$ cat src/rtl/lvds_out_serializer.sv
// rtl/lvds_out_serializer.sv - start-bit framed MSB-first LVDS transmit serializer with pad OEN sequencing
//
// Purpose: accepts parallel words on a valid/ready handshake, frames each with a
// start bit (0) and shifts it MSB-first onto a complementary pad pair. The pair
// idles at mark (1/0) and is wrapped in guard intervals around output enable and
// disable so the far-end receiver never sees a floating or glitching pair.
//
// Optional feature macro: LVDS_TX_PARITY_EN appends an even-parity bit after the LSB.
//
// Ports:
//   clk       in   transmit bit clock, one serial bit per cycle
//   rst       in   asynchronous active-high reset
//   lvdsen    in   transmitter enable (level)
//   tx_data   in   word to send, sampled on accept
//   tx_valid  in   word available
//   tx_ready  out  block can take a word this cycle (combinational)
//   out_padp  out  true leg of the serial pair
//   out_padn  out  complement leg
//   oen       out  pad output enable, active-low (1 tristates the pads)
//   busy      out  high whenever the block is not OFF

module lvds_out_serializer #(
  parameter int WIDTH        = 8,
  parameter int GUARD_CYCLES = 2
) (
  input  logic             clk,
  input  logic             rst,
  input  logic             lvdsen,
  input  logic [WIDTH-1:0] tx_data,
  input  logic             tx_valid,
  output logic             tx_ready,
  output logic             out_padp,
  output logic             out_padn,
  output logic             oen,
  output logic             busy
);

`ifdef LVDS_TX_PARITY_EN
  localparam int LAST_BIT = WIDTH + 1;
`else
  localparam int LAST_BIT = WIDTH;
`endif
  // Counter value while the final bit of the frame is on the pads; 0 is the start bit.
  localparam int             CW         = $clog2(LAST_BIT + 2);
  localparam logic [CW-1:0]  LAST_CNT   = CW'(LAST_BIT);
  localparam logic [3:0]     GUARD_LAST = 4'(GUARD_CYCLES - 1);

  typedef enum logic [2:0] {
    S_OFF,
    S_WAKE,
    S_IDLE,
    S_SHIFT,
    S_DRAIN
  } state_t;

  state_t           state_q;
  logic [CW-1:0]    bit_cnt_q;
  logic [3:0]       guard_cnt_q;
  logic [WIDTH-1:0] shift_q;
  logic             padp_q;
  logic             padn_q;
  logic             oen_q;
  logic             busy_q;
`ifdef LVDS_TX_PARITY_EN
  logic             parity_q;
`endif

  logic last_bit;
  logic accept;

  assign last_bit = (state_q == S_SHIFT) && (bit_cnt_q == LAST_CNT);
  // Readiness on the last bit lets a new start bit follow with no mark gap.
  assign tx_ready = lvdsen && ((state_q == S_IDLE) || last_bit);
  assign accept   = tx_valid && tx_ready;

  always_ff @(posedge clk or posedge rst) begin
    if (rst) begin
      state_q     <= S_OFF;
      bit_cnt_q   <= '0;
      guard_cnt_q <= '0;
      shift_q     <= '0;
      padp_q      <= 1'b0;
      padn_q      <= 1'b0;
      oen_q       <= 1'b1;
      busy_q      <= 1'b0;
`ifdef LVDS_TX_PARITY_EN
      parity_q    <= 1'b0;
`endif
    end else if (accept) begin
      // Only reachable from IDLE or the last SHIFT bit: load and drive the start bit.
      state_q   <= S_SHIFT;
      bit_cnt_q <= '0;
      shift_q   <= tx_data;
`ifdef LVDS_TX_PARITY_EN
      parity_q  <= ^tx_data;
`endif
      padp_q    <= 1'b0;
      padn_q    <= 1'b1;
    end else begin
      case (state_q)
        S_OFF: begin
          if (lvdsen) begin
            state_q     <= S_WAKE;
            guard_cnt_q <= '0;
            oen_q       <= 1'b0;
            busy_q      <= 1'b1;
            padp_q      <= 1'b1;
            padn_q      <= 1'b0;
          end
        end
        S_WAKE: begin
          if (!lvdsen) begin
            state_q     <= S_DRAIN;
            guard_cnt_q <= '0;
          end else if (guard_cnt_q == GUARD_LAST) begin
            state_q <= S_IDLE;
          end else begin
            guard_cnt_q <= guard_cnt_q + 4'd1;
          end
        end
        S_IDLE: begin
          if (!lvdsen) begin
            state_q     <= S_DRAIN;
            guard_cnt_q <= '0;
          end
        end
        S_SHIFT: begin
          if (last_bit) begin
            // Frame complete without a follow-on word: return to mark.
            bit_cnt_q   <= '0;
            padp_q      <= 1'b1;
            padn_q      <= 1'b0;
            guard_cnt_q <= '0;
            state_q     <= lvdsen ? S_IDLE : S_DRAIN;
          end else begin
            bit_cnt_q <= bit_cnt_q + CW'(1);
`ifdef LVDS_TX_PARITY_EN
            if (bit_cnt_q == CW'(WIDTH)) begin
              padp_q <= parity_q;
              padn_q <= ~parity_q;
            end else
`endif
            begin
              padp_q  <= shift_q[WIDTH-1];
              padn_q  <= ~shift_q[WIDTH-1];
              shift_q <= {shift_q[WIDTH-2:0], 1'b0};
            end
          end
        end
        S_DRAIN: begin
          if (lvdsen) begin
            state_q <= S_IDLE;
          end else if (guard_cnt_q == GUARD_LAST) begin
            state_q     <= S_OFF;
            guard_cnt_q <= '0;
            oen_q       <= 1'b1;
            busy_q      <= 1'b0;
            padp_q      <= 1'b0;
            padn_q      <= 1'b0;
          end else begin
            guard_cnt_q <= guard_cnt_q + 4'd1;
          end
        end
        default: begin
          state_q <= S_OFF;
          oen_q   <= 1'b1;
          busy_q  <= 1'b0;
          padp_q  <= 1'b0;
          padn_q  <= 1'b0;
        end
      endcase
    end
  end

  assign out_padp = padp_q;
  assign out_padn = padn_q;
  assign oen      = oen_q;
  assign busy     = busy_q;

endmodule

$ cat config.mk
export PLATFORM = sky130hd
export DESIGN_NAME = lvds_out_serializer
export DESIGN_NICKNAME = d
export VERILOG_FILES = /design/src/rtl/lvds_out_serializer.sv
export SDC_FILE = /design/constraint.sdc
export NUM_CORES = 1
export LEC_CHECK = 0
export ABC_AREA = 1
export BUFFER_PORTS_ARGS = -buffer_cell sky130_fd_sc_hd__clkbuf_2
export CORE_MARGIN = 10
export CORE_UTILIZATION = 61
export DETAILED_ROUTE_END_ITERATION = 6
export HOLD_SLACK_MARGIN = 0.03
export PLACE_DENSITY = 0.92
export SLEW_MARGIN = 20
export SYNTH_ARGS = -nofsm -noshare
export SYNTH_HDL_FRONTEND = slang
export SYNTH_SLANG_ARGS = --single-unit
export TNS_END_PERCENT = 30
$ cat constraint.sdc
create_clock -name clk -period 4.2 [get_ports clk]
set_input_delay 0.21 -clock clk [delete_from_list [all_inputs] [get_ports clk]]
set_output_delay 0.21 -clock clk [all_outputs]
set_load 0.1 [all_outputs]
# After elaboration in Yosys (flattened, before gate mapping)

Index checks and enable logic that the tools add are counted.

Input port bits: 12
Output and inout bits: 5
Bits in registers: 23
Word-level logic and storage cells: 86

Add/subtract/negate cells: 2
Eq/ne operators: 21
Bitwise operators: 3
Reduce and logical (&&, ||, !) cells: 14
Multiplexer cells: 38

Operator list:

| operator                                            | number |
|---|---|
| 2-to-1 mux 4 bit                                    | 10 |
| 2-to-1 mux 3 bit                                    | 9 |
| 2-to-1 mux 8 bit                                    | 3 |
| one-hot mux 4 bit (5 select lines)                  | 1 |
| != test 3 bit, second input constant                | 6 |
| one-hot mux 3 bit (5 select lines)                  | 1 |
| 2-to-1 mux 1 bit                                    | 10 |
| != test 2 bit, second input constant                | 5 |
| AND reduction 5 bit                                 | 2 |
| adder 4 x 1 -> 4 bit, second input constant         | 2 |
| != test 4 bit, second input constant                | 2 |
| one-hot mux 1 bit (4 select lines)                  | 2 |
| AND reduction 7 bit                                 | 1 |
| equality test 3 x 2 -> 1 bit, second input constant | 2 |
| one-hot mux 1 bit (3 select lines)                  | 2 |
| nonzero test 5 bit                                  | 1 |
| equality test 4 x 1 -> 1 bit, second input constant | 1 |
| equality test 4 bit, second input constant          | 1 |
| != test 2 x 1 -> 1 bit, second input constant       | 2 |
| AND reduction 4 bit                                 | 1 |
| equality test 3 x 1 -> 1 bit, second input constant | 1 |
| equality test 3 bit, second input constant          | 1 |
| logical AND 1 bit                                   | 3 |
| zero test 3 bit                                     | 1 |
| other kinds (6)                                     | 8 |

# Depth between registers and ports, before layout

Gate-level depths: netlist of run 1.

Depth in word-level cells: 7
Gate-level depth with buffers: 12
Gate-level depth less buffers: 11

# Worst setup path before layout of run 1

Ideal clock, no wire load.

Kind: register -> register
Start: reg bit_cnt_q[0]
End: reg shift_q[2]
Clock period less this slack: 1892 ps
Path buffers: 0
Cell stages (with the launch flop): 9
Required time: 4129 ps
Setup time: 71 ps
Path slack: 2308 ps
Arrival time: 1821 ps
Path through: dfrtp_1 inv_1 ha_1 nand2_1 nor2_1 nand2_4 a21oi_4 nand3_1 nand3_1

Cells in the longest elaborated chain, start to end: 7
Elaborated cells between the ends (all ways): 9
Those cells by class: 2 x eq/ne; 1 x mux; 6 x reduce/logical

RTL lines:

| what                                                                                 | line | text |
|---|---|---|
| start: declaration                                                                   | 57   | `logic [CW-1:0] bit_cnt_q;` |
| start signal: assignment                                                             | 136  | `bit_cnt_q <= bit_cnt_q + CW'(1);` |
| equality test 4 bit (*)                                                              | 71   | `assign last_bit = (state_q == S_SHIFT) && (bit_cnt_q == LAST_CNT);` |
| logical AND 1 bit (*)                                                                | 71   |  |
| logical OR 1 bit (*)                                                                 | 73   | `assign tx_ready = lvdsen && ((state_q == S_IDLE) \|\| last_bit);` |
| logical AND 1 bit (*)                                                                | 73   |  |
| net tx_ready                                                                         | 31   | `output logic tx_ready,` |
| logical AND 1 bit (*)                                                                | 74   | `assign accept = tx_valid && tx_ready;` |
| != test 2 x 1 -> 1 bit (no source line) / nonzero test 2 bit (equally long branches) | --   |  |
| AND reduction 2 bit (no source line)                                                 | --   |  |
| end signal: assignment                                                               | 93   | `shift_q <= tx_data;` |
| end signal: assignment                                                               | 146  | `shift_q <= {shift_q[WIDTH-2:0], 1'b0};` |
| end: declaration                                                                     | 59   | `logic [WIDTH-1:0] shift_q;` |

Mark *: on every way through the listed nets, which the timed path passes. The rest lies on a longest branch.
A chain may end at the register's enable or synchronous reset.

# Worst setup path after layout of run 1

Start: reg bit_cnt_q[0]
End: out tx_ready

Cells in the longest elaborated chain, start to end: 4

RTL lines:

| what                | line |
|---|---|
| equality test 4 bit | 71 |
| logical AND 1 bit   | 71 |
| logical OR 1 bit    | 73 |
| logical AND 1 bit   | 73 |
| end: declaration    | 31 |

Every way passes these cells.

==> results.cfg, run 1 <==
[clock_tree]
cts_tree = yes
root_buffer = clkbuf_4
cts_hold_buf = 0
cts_buffers = 3
worstSkewPairLatency_ns = 0.32
clockBufferDepth = 2
cts_setup_buffers = 0
cts_resized = 0
htreeDepth = 1
clock-sinks = 23
path_clk_slew_ns = 0.13

[placement]
gp_congestion = 0.888
portBuffers = 16
placed_area_mm2 = 0.00150
pre_cts_slack_ns = 2.25
hpwl_um = 2130

[sta]
clock_skew_ns = 0.00301
finalSetupViolCount = 0
layout_min_cycle_time_ns = 2.32
setup_slack_ns = 1.88
tns_ns = 0
slew_headroom = 0.436
finalHoldViolations = 0
rsz0062_at_grt = no
tightestPinTransition_ns = 0.845
fmax_ghz = 0.430
drv_slew = 0
period_share = 0.553

[setup_path]
critPathMaxStageDelay_ns = 0.51
crit_chain = inv_1, ha_1, nand2_1, nor2_1, nand2_4, a21oi_4, clkbuf_2
cp_data_required_time_ns = 3.99
worstPathArrival_ns = 2.11
path_delay_family = buffers and inverters
worstReg2RegEnd = guard_cnt_q[2]
rrSetupSlack_ns = 2.42
endpoint_kind = output port
r2r_cells = 11
cp-endpoint = tx_ready
crit_cells = 7
critPathBufInv = 2
start_kind = register
path_class = reg -> out
crit_fanout = 9
cp_slowest_cell = clkbuf_2
crit_start = bit_cnt_q[0]
r2r_start = bit_cnt_q[0]

[status]
status = finished clean

[routing]
vias_per_cell = 5.23
post_drt_wl_per_cell_um = 12.0
drt-total-wl_um = 2790
via_count = 1213
drcViolationCount = 0
first_pass_iters = 4
ant_nets = 0
drt_iter0_drc = 35

[global_routing]
grt_max_degree = 24
track_usage = 0.133
grt_pass1_wl_um = 4930
grt-ovfl-total = 0
grt_pass1_vias = 1189
antenna_found_initial = 0

[logic_synthesis]
ys_types = 28
synth_cells = 187
syn_area_mm2 = 0.00141
yosysWarnings = 0
ys_async_sr_fraction = 1.00
synth_common_cells = 61 x nand2_1, 27 x nand3_1, 22 x dfrtp_1, 22 x inv_1, 13 x nor2_1
ys_seq_area_frac = 0.409
netlist.area_leader.share = 0.391
synth_edf_count = 0
synth_top_area_cell = dfrtp_1
ys_ff_latch = 23
synthFlopType = dfrtp_1
syn_avg_cell_area_um2 = 7.53
yosys-top-cells-area = dfrtp_1 39%, nand2_1 16%, nand3_1 9.6%
syn_nets = 203
synth_most_common_cell = nand2_1

[floorplan]
core_area_mm2 = 0.00221
die_h_um = 68.1
start_util = 0.637
die-area_mm2 = 0.00463
fp.dieW_um = 68.1
pin_count = 17
rows = 17

[power]
clock_power_share = 0.099
power_frac_comb = 0.549
p_int_mw = 0.514
vdd_drop_max_mv = 0.503
switchingPower_mw = 0.561
switching_share = 0.522
powerDensity_mw_per_mm2 = 703
p_leak_nw = 0.865
pwr-share-seq = 0.353

[final_layout]
area_growth_syn_to_layout_pct = 8.53
drive_gt1_frac = 0.162
diodes = 0
design_area_mm2 = 0.00153
fillerInstances = 192
nets = 221

[worst_hold_path]
hp-class = in -> async

[run]
maxCapViolCount = 0
[layer usage]
| layer | track usage | wire (um) | vias to the layer above |
|---|---|---|---|
| met5 | 0 | 0 | - |
| met1 | 0.170 | 1350 | 548 |
| met3 | 0.0245 | 105 | 7 |
| met4 | 0.0754 | 71 | 0 |
| li1 | - | - | 623 |
| met2 | 0.208 | 1270 | 35 |
[power groups by stage]
stage                     clock network, mW  logic (mW)  registers, mW
after detailed placement                  0       0.591          0.383
after global routing                  0.117       0.656          0.392
after CTS                             0.110       0.592          0.378
after floorplan                           0       0.360          0.503
after global placement                    0       0.569          0.376
final                                 0.106       0.590          0.379
[how the worst min path moves through the flow]
stage	end	cells after the start	from	slack [ns]
after CTS	shift_q[1]	2	rst	0.05
final	shift_q[2]	2	rst	0.01
after floorplan	bit_cnt_q[0]	1	rst	0.21
after global placement	guard_cnt_q[0]	2	rst	0.40
after detailed placement	shift_q[1]	2	rst	0.42
after global routing	shift_q[1]	2	rst	0.08
[cells in the final DEF (no fill, tap or decap)]
cell type,count
xnor2_1,2
nand2_1,61
o21a_1,2
nand2_2,3
inv_2,1
nor2_1,13
nand3_1,27
o22ai_1,1
inv_1,22
o21ai_0,6
o21bai_1,4
clkbuf_4,3
nand4_1,1
clkbuf_2,16
xor2_1,2
ha_1,4
a21oi_1,1
nand3_4,1
a21oi_4,1
clkinv_1,1
dfstp_2,1
nand3_2,1
dfrtp_1,22
nand2_4,3
nor2_4,2
clkbuf_1,1
o21ai_1,1
nor2_2,1
[kinds of logic after synthesis]
logic type	Yosys count	share of synthesized area
flip-flops	23	0.409
AND/OR/NAND/NOR	113	0.375
XOR/XNOR	4	0.0249
buffers and inverters	27	0.0790
adder cells (fa/ha/maj)	4	0.0355
AO/OA/AOI/OAI	16	0.0764
[state kept, by name, summed over array words and instances (netlist names)]
signal	count
busy	1
oen	1
state_q	3
bit_cnt_q	4
shift_q	8
out_padn	1
guard_cnt_q	4
out_padp	1
[cell type report]
| type | instances | area [um2] | share of cell area |
|---|---|---|---|
| clock buffers | 4 | 26.3 | 0.0172 |
| inverters | 24 | 90.1 | 0.0589 |
| multi-input cells | 137 | 721 | 0.471 |
| flip-flops and latches | 23 | 577 | 0.377 |
| well taps | 28 | 35.0 | 0.0229 |
| repair buffers | 16 | 80.1 | 0.0524 |
[through the flow]
| stage | util | power, mW | cells | hold slack (ns) |
|---|---|---|---|---|
| final | 0.691 | 1.08 | 232 | 0.0146 |
| after global routing | 0.691 | 1.16 | 232 | 0.0794 |
| after CTS | 0.691 | 1.08 | 232 | 0.0517 |
| after detailed placement | 0.679 | 0.974 | 228 | 0.422 |
| after global placement | 0.679 | 0.945 | 228 | 0.397 |
| after floorplan | - | 0.863 | 187 | 0.211 |
Note: power is estimated with default switching activity, not from simulation.
==> run 2: changes to the inputs <==
Settings changed: ABC_AREA 1 to 0, CORE_UTILIZATION 61 to 51, PLACE_DENSITY 0.92 to 0.83.
Clock period 4.2 ns to 1.9 ns, I/O delays scaled along.
==> results.cfg, run 2 <==
[status]
status = finished clean

[final_layout]
reg_top3 = shift_q x8, bit_cnt_q x4, guard_cnt_q x4
final_cell_mix = 28 x nand2_1, 20 x dfrtp_1, 15 x clkbuf_2, 10 x inv_1, 10 x a21oi_1
largest_reg_flops = 8
final_cell_count_no_fill = 216
fin_util = 0.658
area_growth_syn_to_layout_pct = 20.8
drive_gt1_frac = 0.231
nets = 203
layout_commonest_cell = nand2_1
largest_register = shift_q
diodes = 0

[routing]
post_drt_wl_per_cell_um = 14.8
ant_nets = 0
drcViolationCount = 0
drt-total-wl_um = 3200
drt_iter0_drc = 173
vias_per_cell = 6.12
first_pass_iters = 4
via_count = 1321

[floorplan]
fp.dieW_um = 72.1
die-area_mm2 = 0.00520
core_area_mm2 = 0.00254
pin_count = 17
die_h_um = 72.1
start_util = 0.545
rows = 18

[sta]
finalHoldViolations = 0
period_share = 0.942
fmax_ghz = 0.559
rsz0062_at_grt = no
tns_ns = 0
slew_headroom = 0.639
tightestPinTransition_ns = 0.545
clock_skew_ns = 0.00296
drv_slew = 0
finalSetupViolCount = 0
layout_min_cycle_time_ns = 1.79
setup_slack_ns = 0.110

[placement]
dp.cells = 203
pre_cts_slack_ns = 0.0579
gp_congestion = 0.917
portBuffers = 16
hpwl_um = 2330

[setup_path]
rrSetupSlack_ns = 0.12
endpoint_kind = output port
start_kind = register
critPathBufInv = 2
path_delay_family = simple AND/OR/NAND/NOR gates
cp_slowest_cell = dfrtp_1
r2r_start = bit_cnt_q[0]
cp_data_required_time_ns = 1.80
worstPathArrival_ns = 1.70
crit_start = bit_cnt_q[0]
crit_cells = 6
worstReg2RegEnd = guard_cnt_q[3]
cp-endpoint = tx_ready
crit_fanout = 7
critPathMaxStageDelay_ns = 0.44
path_class = reg -> out
crit_chain = inv_1, ha_2, nand3b_4, nand2_1, and3_2, buf_12
r2r_cells = 7

[logic_synthesis]
yosys-top-cells-area = dfrtp_1 40%, nand2_1 7.6%, a21oi_1 3.6%
synth_common_cells = 28 x nand2_1, 22 x dfrtp_1, 10 x a21oi_1, 10 x inv_1
synth.area.mux_share = 0
synth_top_area_cell = dfrtp_1
synthSimpleGateAreaFrac = 0.222
synth_most_common_cell = nand2_1
synth-compound-area-share = 0.252
syn_avg_cell_area_um2 = 8.72
synth_edf_count = 0
ys_ff_latch = 23
ys_async_sr_fraction = 1.00
synth_top_family_by_area = compound AO/OA/AOI/OAI gates
synth_cells = 159
synthFlopType = dfrtp_1
ys_seq_area_frac = 0.416
syn_area_mm2 = 0.00139
synth_adder_area_share = 0.0433
syn_nets = 175
ys_types = 46
yosysWarnings = 0
netlist.area_leader.share = 0.397
synth_xor_area_frac = 0.00632

[clock_tree]
path_clk_slew_ns = 0.13
htreeDepth = 1
worstSkewPairLatency_ns = 0.31
clock-sinks = 23
cts_tree = yes
cts_buffers = 3
clockBufferDepth = 2
cts_setup_buffers = 0
root_buffer = clkbuf_4

[global_routing]
grt_pass1_vias = 1303
track_usage = 0.129
antenna_found_initial = 0
grt_max_degree = 24
grt-ovfl-total = 0
grt_pass1_wl_um = 5690

[run]
maxCapViolCount = 0

[power]
powerDensity_mw_per_mm2 = 1500
p_leak_nw = 0.785
vdd_drop_max_mv = 1.10

[worst_hold_path]
hp-class = in -> reg
run 2: changes by cell type in the layout (fill, tap and decap cells not counted), sizes merged, moves of 6 or more:
cell	previous run	this run
a21oi	2	10
o21ai	7	17
nand3	29	4
nand2	67	28
a22oi	0	6
dlygate4sd3	0	9
buf	0	8
nor2	16	9
inv	23	10
run 2: area by class of cell:
cell class / instances / area, um2
fillers: 204 / 871
clock inverters: 1 / 5.00
clock buffers: 3 / 22.5
flip-flops and latches: 23 / 579
inverters: 10 / 37.5
multi-input cells: 117 / 754
repair buffers: 32 / 238
well taps: 30 / 37.5
run 2: power breakdown:
part	switching, mW	leakage [nW]	internal [mW]
Combinational	0.914	0.475	0.466
Sequential	0.215	0.292	0.684
Clock	0.150	0.0177	0.0788
run 2: logic make-up (layout without fill, tap and decap cells):
kind of cell    count (synthesis)  after routing
buf+inv                        19             46
fa+ha+maj                       5              5
flops                          23             23
compound gates                 51             51
xor+xnor                        1              1
simple gates                   60             60
run 2: what timing repair did:
item / 4_1_cts / 5_1_grt
hold buffers: 9 / 0
gates resized for setup: 0 / 7
hold endpoints to repair: 30 / 0
endpoints found under the setup margin: 0 / 10
run 2: worst min-delay path by stage:
| stage | slack, ns | to | start | depth (start not counted) |
|---|---|---|---|---|
| 5_1_grt | 0.16 | state_q[0] | tx_valid | 3 |
| 2_1_floorplan | 0.1 | bit_cnt_q[0] | rst | 1 |
| 3_3_place_gp | 0.13 | guard_cnt_q[0] | rst | 3 |
| 6_report | 0.14 | out_padn | tx_valid | 3 |
| 4_1_cts | 0.12 | out_padn | tx_valid | 3 |
| 3_5_place_dp | 0.14 | shift_q[5] | rst | 3 |
run 2: worst register-to-register path, delay by kind of cell, from the launching register on:
| kind | cells | cell delay, ns |
|---|---|---|
| buffers and inverters | 1 | 0.08 |
| and+or+nand+nor | 2 | 0.43 |
| AOI/OAI and AO/OA | 3 | 0.54 |
| DFF | 1 | 0.44 |
| adders and majority gates | 1 | 0.21 |
run 2: routing by layer:
layer  global-route usage  part of all wire
met1                0.152              0.42
met2                0.224              0.48
met3               0.0272             0.081
met4               0.0473             0.018
met5                    0                 0
run 2: metrics by stage:
step           power (mW)  hold slack (ns)  area (um2)
5_1_grt              2.70            0.155        1670
3_5_place_dp         2.21            0.136        1530
2_1_floorplan        1.91           0.0962        1390
6_report             2.51            0.138        1670
3_3_place_gp         2.14            0.129        1530
4_1_cts              2.46            0.123        1640
